==> src/rtl/division_if.sv <==
// Start/done handshake bundle between a datapath controller (master) and the
// shared sequential divider (slave).
interface division_if #(
  parameter int WIDTH = 8
);
  logic             start;
  logic [WIDTH-1:0] A;
  logic [WIDTH-1:0] B;
  logic [WIDTH-1:0] Res;
  logic [WIDTH-1:0] Rem;
  logic             busy;
  logic             done;
  logic             dz;

  modport master (
    output start, A, B,
    input  Res, Rem, busy, done, dz
  );

  modport slave (
    input  start, A, B,
    output Res, Rem, busy, done, dz
  );
endinterface

==> src/rtl/division.sv <==
// Sequential unsigned restoring divider: one quotient bit per clock,
// start/done handshake, divide-by-zero flagged instead of computed.
module division #(
  parameter int WIDTH = 8
) (
  input  logic     clk,
  input  logic     rst,
  division_if.slave bus
);

  localparam int CW = $clog2(WIDTH + 1);
  localparam logic [CW-1:0] COUNT_INIT = CW'(WIDTH);
  localparam logic [CW-1:0] COUNT_LAST = CW'(1);

  localparam logic [1:0] IDLE = 2'd0;
  localparam logic [1:0] BUSY = 2'd1;
  localparam logic [1:0] DONE = 2'd2;

  logic [1:0]       state_reg;
  logic [WIDTH-1:0] rem_reg;    // partial remainder
  logic [WIDTH-1:0] dvd_reg;    // dividend bits shift out the top, quotient bits shift in the bottom
  logic [WIDTH-1:0] div_reg;
  logic [CW-1:0]    count_reg;
  logic [WIDTH-1:0] res_reg;
  logic [WIDTH-1:0] rem_out_reg;
  logic             dz_reg;

  logic [WIDTH:0]   trial_top;
  logic [WIDTH:0]   trial_diff;
  logic             borrow;
  logic [WIDTH-1:0] rem_next;
  logic [WIDTH-1:0] quo_next;

  // rem < B keeps trial_top < 2B, so trial_top - B always fits in WIDTH+1
  // bits two's complement and the MSB is exactly the borrow.
  always_comb begin
    trial_top  = {rem_reg, dvd_reg[WIDTH-1]};
    trial_diff = trial_top - {1'b0, div_reg};
    borrow     = trial_diff[WIDTH];
    rem_next   = borrow ? trial_top[WIDTH-1:0] : trial_diff[WIDTH-1:0];
    quo_next   = {dvd_reg[WIDTH-2:0], ~borrow};
  end

  always_ff @(posedge clk) begin
    if (rst) begin
      state_reg   <= IDLE;
      rem_reg     <= '0;
      dvd_reg     <= '0;
      div_reg     <= '0;
      count_reg   <= '0;
      res_reg     <= '0;
      rem_out_reg <= '0;
      dz_reg      <= 1'b0;
    end else begin
      case (state_reg)
        IDLE: begin
          if (bus.start) begin
            dvd_reg   <= bus.A;
            div_reg   <= bus.B;
            rem_reg   <= '0;
            count_reg <= COUNT_INIT;
            if (bus.B != '0) begin
              dz_reg    <= 1'b0;
              state_reg <= BUSY;
            end else begin
              dz_reg      <= 1'b1;
              res_reg     <= '1;
              rem_out_reg <= bus.A;
              state_reg   <= DONE;
            end
          end
        end
        BUSY: begin
          rem_reg   <= rem_next;
          dvd_reg   <= quo_next;
          count_reg <= count_reg - CW'(1);
          if (count_reg == COUNT_LAST) begin
            res_reg     <= quo_next;
            rem_out_reg <= rem_next;
            state_reg   <= DONE;
          end
        end
        DONE: begin
          state_reg <= IDLE;
        end
        default: begin
          state_reg <= IDLE;
        end
      endcase
    end
  end

  assign bus.Res  = res_reg;
  assign bus.Rem  = rem_out_reg;
  assign bus.dz   = dz_reg;
  assign bus.done = (state_reg == DONE);
  assign bus.busy = (state_reg != IDLE);

endmodule

==> src/flat_wrapper.sv <==
// flat-port wrapper written by rule: the top's interface ports become plain ports
module division_flat 
#(
  parameter int WIDTH = 8
)
  (clk, rst, bus_start, bus_A, bus_B, bus_Res, bus_Rem, bus_busy, bus_done, bus_dz);
  division_if #(.WIDTH(WIDTH)) bus_i ();
  input  logic clk;
  input  logic rst;
  input wire logic [$bits(bus_i.start)-1:0] bus_start;
  input wire logic [$bits(bus_i.A)-1:0] bus_A;
  input wire logic [$bits(bus_i.B)-1:0] bus_B;
  output wire logic [$bits(bus_i.Res)-1:0] bus_Res;
  output wire logic [$bits(bus_i.Rem)-1:0] bus_Rem;
  output wire logic [$bits(bus_i.busy)-1:0] bus_busy;
  output wire logic [$bits(bus_i.done)-1:0] bus_done;
  output wire logic [$bits(bus_i.dz)-1:0] bus_dz;
  assign bus_i.start = bus_start;
  assign bus_i.A = bus_A;
  assign bus_i.B = bus_B;
  assign bus_Res = bus_i.Res;
  assign bus_Rem = bus_i.Rem;
  assign bus_busy = bus_i.busy;
  assign bus_done = bus_i.done;
  assign bus_dz = bus_i.dz;
  division #(.WIDTH(WIDTH)) u_core (.clk(clk), .rst(rst), .bus(bus_i));
endmodule
==> config.mk <==
export PLATFORM = sky130hd
export DESIGN_NAME = division_flat
export DESIGN_NICKNAME = d
export VERILOG_FILES = /design/src/rtl/division_if.sv /design/src/rtl/division.sv /design/src/flat_wrapper.sv
export SDC_FILE = /design/constraint.sdc
export NUM_CORES = 1
export LEC_CHECK = 0
export CORE_MARGIN = 10
export CORE_UTILIZATION = 46
export CTS_CLUSTER_SIZE = 24
export DETAILED_ROUTE_END_ITERATION = 7
export GPL_TIMING_DRIVEN = 0
export MAX_ROUTING_LAYER = met4
export PLACE_DENSITY = 0.7
export SYNTH_ARGS = -nofsm -noshare
export SYNTH_HDL_FRONTEND = slang
export SYNTH_SLANG_ARGS = --single-unit
==> constraint.sdc <==
create_clock -name clk -period 4.1 [get_ports clk]
set_input_delay 1.23 -clock clk [delete_from_list [all_inputs] [get_ports clk]]
set_output_delay 1.23 -clock clk [all_outputs]
set_load 0.05 [all_outputs]
; ---- Word-level counts from Yosys, hierarchy flattened
; Index checks and enable logic that the tools add are counted.
[totals]
input_bits = 19
register_bits = 47
[op_classes]
reduce_logical = 8
addsub = 2
mux = 20
n_eq_ne = 6
n_bitwise = 1
[op_table]
columns = operator, count
row1 = 8-bit 2-to-1 mux, 9
row2 = 8-bit case mux with 2 select lines, 4
row3 = 9-bit by 8-bit subtractor with 9-bit output, 1
row4 = 4-bit case mux with 2 select lines, 1
row5 = 8-bit nonzero test, 1
row6 = 2-bit 2-to-1 mux, 3
row7 = 2-bit AND reduction, 3
row8 = 4-bit by 1-bit == test with 1-bit output (second input constant), 1
row9 = 4-bit 2-to-1 mux, 1
row10 = 2-bit inequality test (second input constant), 2
row11 = 2-bit case mux with 2 select lines, 1
row12 = 4-bit AND reduction, 1
row13 = 2-bit nonzero test, 2
row14 = 4-bit by 1-bit subtractor with 4-bit output (second input constant), 1
row15 = 2-bit by 1-bit == test with 1-bit output (second input constant), 1
row16 = 2-bit == test (second input constant), 1
row17 = 2-bit zero test, 1
row18 = 2-bit by 1-bit inequality test with 1-bit output (second input constant), 1
row19 = 1-bit 2-to-1 mux, 1
row20 = 1-bit inverter, 1

; ---- Depth between registers and ports, before layout
[logic_depth]
depth_word = 4
depth_mapped = 10
mapped_depth_nobuf = 10

; ---- Least setup slack after synthesis
; Ideal clock, no wire load.
[synth_timing]
kind = input port to flip-flop
start = input port bus_B[4]
end = register u_core.rem_out_reg[7], in the netlist u_core.bus.Rem[7]
path_slack_ns = 1.572
path_buffers = 1
setup_ns = 0.091
arrival_ns = 2.437
cell_stages = 6
path_cell_list = nor4_1 > a31oi_1 > nor3_2 > buf_2 > o21ai_0 > a311oi_1
[synth_via]
elab_chain_cells = 3
[synth_lines]
columns = item, line_no
row1 = "start, declared", flat_wrapper.sv:12  ; input wire logic [$bits(bus_i.B)-1:0] bus_B;
row2 = 8-bit nonzero test, division.sv:62  ; if (bus.B != '0) begin
row3 = 2-bit inequality test (no source line), --
row4 = 4-bit AND reduction (no source line), --
row5 = "end signal, assigned", division.sv:68  ; rem_out_reg <= bus.A;
row6 = "end signal, assigned", division.sv:79  ; rem_out_reg <= rem_next;
row7 = "end, declared", division.sv:25  ; logic [WIDTH-1:0] rem_out_reg;
; Every way passes these cells.
; A chain may end at the register's enable or synchronous reset.

; ---- Worst setup path after layout
[layout_timing]
start = input port bus_B[4]
end = register u_core.rem_out_reg[4], in the netlist u_core.bus.Rem[4]
; Same word-level chain as after synthesis.

==> results.sh <==
export IMPL_outcome="finished clean"
export IMPL_drive_gt1_frac=0.0657
export IMPL_clock_sinks=47
export IMPL_max_stage_delay_ns=0.46
export IMPL_grt_pass1_vias=2077
export IMPL_port_buffers=36
export IMPL_min_period_over_period=0.772
export IMPL_synth_fp_nets=321
export IMPL_gp_congestion=0.809
export IMPL_slowest_stage="nor4_1"
export IMPL_syn_inst=291
export IMPL_synth_most_common_cell="nand2_1"
export IMPL_n_antenna_cell=0
export IMPL_rows=25
export IMPL_initial_core_util=0.485
export IMPL_grt_ovfl_total=0
export IMPL_fill_cells=475
export IMPL_synth_edff_count=0
export IMPL_powerDensity_nw_per_um2=502
export IMPL_worstPathMaxFanout=10
export IMPL_clock_latency_ns=0.31
export IMPL_final_nets=364
export IMPL_power_total_mw=1.46
export IMPL_cts_root_buf="clkbuf_8"
export IMPL_crit_cells=6
export IMPL_hold_path_class="reg -> reg"
export IMPL_worstPathRequired_ns=4.28
export IMPL_area_growth_pct=24.2
export IMPL_core_area_um2=4820
export IMPL_timing_reg2reg_setup_slack_ns=1.58
export IMPL_drc_errors=0
export IMPL_synth_top_area_frac=0.403
export IMPL_die_w_um=91.3
export IMPL_clk_path_buf_depth=2
export IMPL_crit_start="bus_B[4]"
export IMPL_dieArea_um2=8330
export IMPL_pre_cts_ws_ns=0.622
export IMPL_cp_arrival_ns=3.34
export IMPL_cp_end_kind="flip-flop"
export IMPL_vias_per_cell=5.47
export IMPL_synth_area_leaders="dfxtp_1 40%, nand2_1 9.2%, nor2_1 5.6%"
export IMPL_placed_cells=394
export IMPL_r2r_end="u_core.bus.Rem[5]$_SDFFE_PP0P_"
export IMPL_tns_ns=0
export IMPL_fmax_mhz=316
export IMPL_critPathKind="in -> reg"
export IMPL_cts_made_buffers=5
export IMPL_die_y_um=91.3
export IMPL_maxCapViolations=0
export IMPL_grt_total_usage=0.145
export IMPL_wl_per_cell_um=14.9
export IMPL_tritoncts="done"
export IMPL_crit_chain="clkdlybuf4s50_1 > nor4_1 > a31oi_1 > nor3_2 > clkbuf_1 > a311oi_1"
export IMPL_ir_worst_vdd_mv=0.290
export IMPL_synth_common_cells="57 x nand2_1, 47 x dfxtp_1, 35 x nor2_1, 26 x a21oi_1, 14 x a311oi_1"
export IMPL_io_pins=38
export IMPL_syn_area_um2=2340
export IMPL_ys_seq_elements=47
export IMPL_htree_num_levels=2
export IMPL_cts_resized=0
export IMPL_grt_pass1_wl_um=9800
export IMPL_synth_flop_cell="dfxtp_1"
export IMPL_hold_ws_ns=0.459
export IMPL_postCtsSetupRepairBufs=0
export IMPL_seq_area_frac_synth=0.403
export IMPL_cellLeakagePower_nw=1.07
export IMPL_start_kind="input pin"
export IMPL_clkSlewWorstSetupHoldPaths_ns=0.10
export IMPL_synth_cell_types=41
export IMPL_final_setup_worst_slack_ns=0.935
export IMPL_r2r_start="u_core.dvd_reg[7]$_SDFFE_PP0P_"
export IMPL_period_minus_slack_ns=3.17
export IMPL_ys_warn_count=0
export IMPL_hp_start="u_core.div_reg[1]$_SDFFE_PP0P_"
export IMPL_fin_cells=402
export IMPL_yosysTopAreaCell="dfxtp_1"
export IMPL_wirelength_um=6000
export IMPL_syn_avg_cell_area_um2=8.03
export IMPL_setup_viol=0
export IMPL_cts_hold_buffers_added=0
export IMPL_drt_iter0_drc=74
export IMPL_vias=2197
export IMPL_worst_pin_slew_ns=0.614
export IMPL_dr_pass1_iters=4
export IMPL_antenna_found_initial=0
export IMPL_rsz0062_at_grt="no"
export IMPL_async_reset_ff_frac=0
export IMPL_timing_slew_headroom=0.587
export IMPL_crit_buf_inv=2
export IMPL_hold_viol=0
export IMPL_ff2ff_path_depth=10
export IMPL_finClkSkew_ns=0.0116
export IMPL_cp_top_family="buffers and inverters"
export IMPL_hold_path_end="u_core.div_reg[1]$_SDFFE_PP0P_"
export IMPL_ant_nets=0
export IMPL_min_path_cells=2
export IMPL_finalMaxSlewViolations=0
export IMPL_grt_max_degree=16
export IMPL_dpl_hpwl_um=4560
-- how the worst max path moves through the flow --
| stage | endpoint | slack (ns) |
|---|---|---|
| detailed placement | u_core.bus.Rem[4]$_SDFFE_PP0P_ | 0.62 |
| CTS | u_core.bus.Rem[6]$_SDFFE_PP0P_ | 0.96 |
| finish | u_core.bus.Rem[4]$_SDFFE_PP0P_ | 0.93 |
| floorplan | u_core.bus.Rem[7]$_SDFFE_PP0P_ | 1.57 |
| global placement | u_core.bus.Rem[4]$_SDFFE_PP0P_ | 0.63 |
| global route | u_core.bus.Rem[4]$_SDFFE_PP0P_ | 0.79 |
-- report_power, final --
group | internal, mW | leakage [nW] | total, mW | switching, mW
clock network | 0.201 | 0.0618 | 0.370 | 0.169
logic | 0.202 | 0.625 | 0.541 | 0.338
registers | 0.509 | 0.386 | 0.545 | 0.0360
-- per-stage QoR --
| step | instance area [um^2] | utilization |
|---|---|---|
| after floorplan | 2340 | - |
| after global placement | 2780 | 0.577 |
| after detailed placement | 2780 | 0.577 |
| after CTS | 2900 | 0.602 |
| after global routing | 2900 | 0.602 |
| final | 2900 | 0.602 |
-- cell families (layout without fill, tap and decap cells) --
family	count (synthesis)	count (layout)	synth area share
and+or+nand+nor	121	121	0.226
AOI/OAI and AO/OA	77	77	0.232
DFF	47	47	0.403
buffers and inverters	29	73	0.0482
adders and majority gates	11	11	0.0621
xor gates and xnor gates	3	3	0.0113
muxes	3	3	0.0171
-- worst reg2reg max path: stages (launching register included) --
cell and delay [ns]:
dfxtp_1 0.35, inv_1 0.06, ha_1 0.16, inv_1 0.06, fa_1 0.42, a211oi_2 0.32
nor3_2 0.11, mux2_4 0.36, nand2_4 0.10, mux2_4 0.32, a311oi_2 0.18
-- cell type report --
type                    instances  area (um^2)  share of cell area
inverters                      12         45.0              0.0155
clock inverters                 2         38.8              0.0134
multi-input cells             215         1280               0.442
clock buffers                   6         82.6              0.0285
plain buffers                  17         67.6              0.0233
repair buffers                 36          360               0.124
flip-flops and latches         47          941               0.324
well taps                      67         83.8              0.0289
-- per-layer routing --
layer,global-route usage,up-vias,wire [um]
met5,-,-,0
met4,0.0379,0,74
met3,0.0362,8,286
met1,0.184,1027,2930
li1,-,1118,-
met2,0.222,44,2700
-- layout by cell type (no fill, tap or decap), types with 10 or more instances in the layout --
| master | Yosys | routed |
|---|---|---|
| ha_1 | 10 | 10 |
| clkdlybuf4s50_1 | 0 | 36 |
| dfxtp_1 | 47 | 47 |
| nand2_1 | 57 | 57 |
| a21oi_1 | 26 | 26 |
| nor2_1 | 35 | 35 |
| a211oi_1 | 10 | 10 |
| a311oi_1 | 14 | 14 |
| clkbuf_1 | 11 | 11 |
| inv_1 | 12 | 12 |
Note: power is estimated with default switching activity, not from simulation.
